File: src/rtl/ula_flags_stage.sv
// Writeback/flag stage behind the ALU: one-entry result buffer, N/Z/C/V flag register
// and conditional-jump resolution with same-cycle forwarding of a flag update.
module ula_flags_stage #(
    parameter int WIDTH  = 32,
    parameter int REG_AW = 5
) (
    input  logic              clk,
    input  logic              rst_n,
    input  logic              in_valid,
    output logic              in_ready,
    input  logic [WIDTH-1:0]  alu_out,
    input  logic              alu_carry,
    input  logic              alu_overflow,
    input  logic [4:0]        opcode,
    input  logic [REG_AW-1:0] rd_addr,
    input  logic              wr_en_req,
    input  logic              flags_en,
    output logic              out_valid,
    input  logic              out_ready,
    output logic [WIDTH-1:0]  wb_data,
    output logic [REG_AW-1:0] wb_addr,
    output logic              flag_neg,
    output logic              flag_zero,
    output logic              flag_carry,
    output logic              flag_ovf,
    input  logic              jmp_req,
    input  logic [2:0]        jmp_cond,
    input  logic              jmp_inv,
    output logic              jmp_done,
    output logic              jmp_taken
);

    logic accept;
    logic flag_upd;
    logic is_arith;
    logic nxt_neg, nxt_zero, nxt_carry, nxt_ovf;
    logic eff_neg, eff_zero, eff_carry, eff_ovf;
    logic cond_met;

    assign in_ready = !out_valid || out_ready;
    assign accept   = in_valid && in_ready;
    assign flag_upd = accept && flags_en;

    // Only arithmetic opcodes propagate the ALU's carry/overflow; everything else clears them.
    always_comb begin
        is_arith = 1'b0;
        case (opcode)
            5'b00000, 5'b00001, 5'b00011,
            5'b00100, 5'b00101, 5'b00110: is_arith = 1'b1;
            default:                      is_arith = 1'b0;
        endcase
    end

    always_comb begin
        nxt_zero  = (alu_out == '0);
        nxt_neg   = alu_out[WIDTH-1];
        nxt_carry = is_arith && alu_carry;
        nxt_ovf   = is_arith && alu_overflow;
    end

    // A jump in the same cycle as a flag update sees the new flags.
    always_comb begin
        eff_neg   = flag_upd ? nxt_neg   : flag_neg;
        eff_zero  = flag_upd ? nxt_zero  : flag_zero;
        eff_carry = flag_upd ? nxt_carry : flag_carry;
        eff_ovf   = flag_upd ? nxt_ovf   : flag_ovf;
        cond_met  = 1'b0;
        case (jmp_cond)
            3'b000:  cond_met = 1'b1;
            3'b001:  cond_met = eff_neg;
            3'b010:  cond_met = eff_zero;
            3'b011:  cond_met = eff_carry;
            3'b100:  cond_met = eff_neg || eff_zero;
            3'b101:  cond_met = eff_ovf;
            3'b110:  cond_met = !eff_neg && !eff_zero;
            default: cond_met = 1'b0;
        endcase
    end

    always_ff @(posedge clk or negedge rst_n) begin
        if (!rst_n) begin
            out_valid <= 1'b0;
            wb_data   <= '0;
            wb_addr   <= '0;
        end else if (accept && wr_en_req) begin
            out_valid <= 1'b1;
            wb_data   <= alu_out;
            wb_addr   <= rd_addr;
        end else if (out_valid && out_ready) begin
            out_valid <= 1'b0;
        end
    end

    always_ff @(posedge clk or negedge rst_n) begin
        if (!rst_n) begin
            flag_neg   <= 1'b0;
            flag_zero  <= 1'b0;
            flag_carry <= 1'b0;
            flag_ovf   <= 1'b0;
        end else if (flag_upd) begin
            flag_neg   <= nxt_neg;
            flag_zero  <= nxt_zero;
            flag_carry <= nxt_carry;
            flag_ovf   <= nxt_ovf;
        end
    end

    always_ff @(posedge clk or negedge rst_n) begin
        if (!rst_n) begin
            jmp_done  <= 1'b0;
            jmp_taken <= 1'b0;
        end else begin
            jmp_done <= jmp_req;
            if (jmp_req) begin
                jmp_taken <= cond_met ^ jmp_inv;
            end
        end
    end

endmodule

File: config.mk
export PLATFORM = sky130hd
export DESIGN_NAME = ula_flags_stage
export DESIGN_NICKNAME = d
export VERILOG_FILES = /design/src/rtl/ula_flags_stage.sv
export SDC_FILE = /design/constraint.sdc
export NUM_CORES = 1
export LEC_CHECK = 0
export ABC_AREA = 1
export BUFFER_PORTS_ARGS = -buffer_cell sky130_fd_sc_hd__buf_4
export CAP_MARGIN = 15
export CORE_ASPECT_RATIO = 1.25
export CORE_MARGIN = 2
export CORE_UTILIZATION = 48
export DETAILED_ROUTE_END_ITERATION = 10
export PLACE_DENSITY = 0.82
export SLEW_MARGIN = 30
export SYNTH_ARGS = -nofsm -noshare
export SYNTH_HDL_FRONTEND = slang
export SYNTH_SLANG_ARGS = --single-unit
File: constraint.sdc
create_clock -name clk -period 2.9 [get_ports clk]
set_input_delay 0.87 -clock clk [delete_from_list [all_inputs] [get_ports clk]]
set_output_delay 0.87 -clock clk [all_outputs]
set_load 0.005 [all_outputs]
==> summary.md <==
| Metric | Value |
|---|---|
| Outcome | `completed` |
| Final Skew | `3.25 ps` |
| Tmin final | `2110 ps` |
| Tot GR Track Use | `20.5%` |
| CP dominant cell by count | `buf_4` |
| Total core area | `3820 µm²` |
| Simple-Gate Fraction of Synth Area | `15.1%` |
| Critical path's largest stage delay | `140 ps` |
| Vias after detailed routing | `1,562` |
| Cell Count Post-Placement | `317` |
| Critical path cell sequence | `buf_4 -> inv_2 -> nand2_4 -> buf_4` |
| Area growth syn-to-layout | `46.7%` |
| Slew HR | `64.1%` |
| Synth cell types | `17` |
| Root Driver | `clkbuf_8` |
| Nets | `325` |
| Routability cong. | `0.763` |
| # IOs | `100` |
| Worst Hold Class | `reg -> reg` |
| Max Root-Sink Buffers | `2` |
| Synthesized net count | `222` |
| P per Cell Area | `560 nW/µm²` |
| Clock Sink Count | `44` |
| Comb power frac | `26.3%` |
| First-pass GRT wire length | `6680 µm` |
| Synth async-reset ratio | `100%` |
| Most common cell in the synthesized netlist | `dfrtp_1` |
| Vias in the first global route | `1,514` |
| Setup ws final | `789 ps` |
| Largest area contributor in the netlist | `dfrtp_1` |
| Startpoint types | `input pin` |
| Hold path cells | `2` |
| Routed WL | `4450 µm` |
| Clock Power Share | `24.8%` |
| Worst ir drop on vdd | `0.311 mV` |
| Yosys warning count | `0` |
| ANT nets after route | `0` |
| CTS resizes | `0` |
| Cts hold-fix bufs | `0` |
| Count of inserted antenna diode cells | `0` |
| Post-synthesis compound-gate area fraction | `1.70%` |
| Post-synth top cells | `44 x dfrtp_1, 37 x mux2_2, 29 x nand2_1, 24 x nor2_1, 9 x inv_1` |
| Largest net degree at the start of global routing | `45` |
| Post-synthesis xor/xnor area fraction | `0%` |
| Kind of cell adding the most delay to the critical path | `buffers and inverters` |
| Max Slew Vio Count | `0` |
| Period utilization | `72.8%` |
| Capturing point of the worst reg2reg path | `jmp_taken$_DFFE_PN0P_` |
| Number of buffers added on ports | `99` |
| Net Sw Power | `395 µW` |
| Die extent in y | `74.6 µm` |
| Pint | `1180 µW` |
| #FFs+latches synth | `44` |
| Sequential element share of the synthesized area | `57.6%` |
| Reg clk slew, reported paths | `70 ps` |
| Mean Syn Cell Area | `11.4 µm²` |
| Critical path buffer and inverter count | `3` |
| Most common flop cell mapped by yosys | `dfrtp_1` |
| Setup slack at placement | `774 ps` |
| Launch point of the worst reg-to-reg path | `out_valid$_DFFE_PN0P_` |
| Leak Pwr | `0.00141 µW` |
| Critical hold path startpoint | `jmp_taken$_DFFE_PN0P_` |
| Reg2Reg Setup Slack | `1420 ps` |
| Setup TNS | `0 ps` |
| Worst skew pair latency | `290 ps` |
| Max-cap viol count | `0` |
| Drt pass-1 iters | `4` |
| Die area | `4510 µm²` |
| WL per Instance | `13.7 µm` |
| Synth area leaders | `dfrtp_1 58%, mux2_2 22%, nand2_1 5.7%, nor2_1 4.7%, inv_1 1.8%` |
| Number of DRC markers in iteration 0 | `50` |
| Critical path's slowest cell | `buf_4` |
| # fillers | `293` |
| Inserted Clock Buffers | `5` |
| Post-Syn Instances | `167` |
| Post-synth EDFFs | `0` |
| Fraction of power spent switching nets | `25.2%` |
| CP max FO | `4` |
| Adder-cell share of the synthesized area | `0%` |
| Residual DRC | `0` |
| TritonCTS clock tree | `done` |
| Worst Hold End | `jmp_taken$_DFFE_PN0P_` |
| Finished Layout Cells | `325` |
| CTS HTree Levels | `2` |
| Post-CTS setup buffer count | `0` |
| Worst setup EP type | `primary output` |
| Final setup viols | `0` |
| Type of the worst setup path | `in -> out` |
| Std-Cell Rows | `25` |
| Mux cell area share after synthesis | `21.8%` |
| Req. time, crit path | `2030 ps` |
| Cell count of the worst reg-to-reg path | `10` |
| Unrepaired setup endpoints after global routing | `no` |
| Final hold violations | `0` |
| Vias per cell | `4.81` |
| Die X | `60.5 µm` |
| Gr ovfl total | `0` |
| Starting Density | `50.1%` |
| Combinational family with the most area after synthesis | `multiplexers` |
| Yosys top cell area share | `57.6%` |
| Antenna violations before repair | `0` |
| Hpwl dp | `3410 µm` |
| Fmax | `474 MHz` |
| Mapped cell area | `1910 µm²` |
| Sequential power share | `48.9%` |
| Critical path arrival | `1240 ps` |
| Share of post-route cells with drive strength above 1 | `55.7%` |
| Least-Margin Pin Slew | `539 ps` |
-- logic make-up (layout without fill, tap and decap cells) --
logic type,count (synthesis),after routing
compound gates,5,5
buf+inv,15,119
flops,44,44
mux,37,37
simple gates,66,66
-- state kept, by name, summed over array words and instances, names as in the netlist --
register	flops
wb_addr	5
flag_ovf	1
jmp_done	1
jmp_taken	1
flag_neg	1
flag_zero	1
flag_carry	1
out_valid	1
wb_data	32
-- cells in the final DEF, fill, tap and decap left out, drive strengths merged --
| cell type | netlist | routed |
|---|---|---|
| nand4 | 3 | 3 |
| mux2 | 37 | 37 |
| nor3 | 3 | 3 |
| dfrtp | 44 | 44 |
| buf | 4 | 100 |
| inv | 11 | 11 |
| nand2 | 30 | 30 |
| o21ai | 5 | 5 |
| nor2 | 25 | 25 |
| nand3 | 5 | 5 |
| clkbuf | 0 | 8 |
-- area by class of cell --
type	count	area, µm²	area share, %
Sequential cell	44	1100	39.3
Timing Repair Buffer	100	763	27.2
Inverter	11	41.3	1.47
Tap cell	54	67.6	2.41
Clock buffer	8	90.1	3.21
Multi-Input combinational cell	108	742	26.4
-- tightest hold or removal path: stages (launching register included) --
cell and delay, ps:
dfrtp_1 350, nand2_1 50, nand2_1 50
-- how the worst max path moves through the flow --
stage | startpoint | endpoint | depth (start not counted)
2_1_floorplan | out_ready | wb_addr[4]$_DFFE_PN0P_ | 6
3_3_place_gp | out_ready | in_ready | 4
3_5_place_dp | alu_out[11] | jmp_taken$_DFFE_PN0P_ | 13
4_1_cts | out_ready | in_ready | 4
5_1_grt | out_ready | in_ready | 4
6_report | out_ready | in_ready | 4
-- layer usage --
layer  wire length, µm  global-route usage, %
met2              2160                   33.7
met4               108                   9.90
met3               410                   7.30
met1              1770                   23.7
met5                 0                      0
-- stage by stage --
stage	utilization (%)	total power [µW]	instance area [µm²]	hold slack (ps)
after CTS	73.5	1590	2810	490
after floorplan	-	928	1910	471
after global routing	73.5	1650	2810	514
after global placement	71.1	1180	2720	466
final	73.5	1570	2810	486
after detailed placement	71.1	1200	2720	470
-- power by group through the flow --
stage          logic, µW  registers, µW  clock network [µW]
4_1_cts              420            768                 401
3_3_place_gp         408            774                   0
2_1_floorplan        141            787                   0
3_5_place_dp         419            780                   0
6_report             413            768                 390
5_1_grt              451            782                 420
Power figures use the tool's default switching activity.
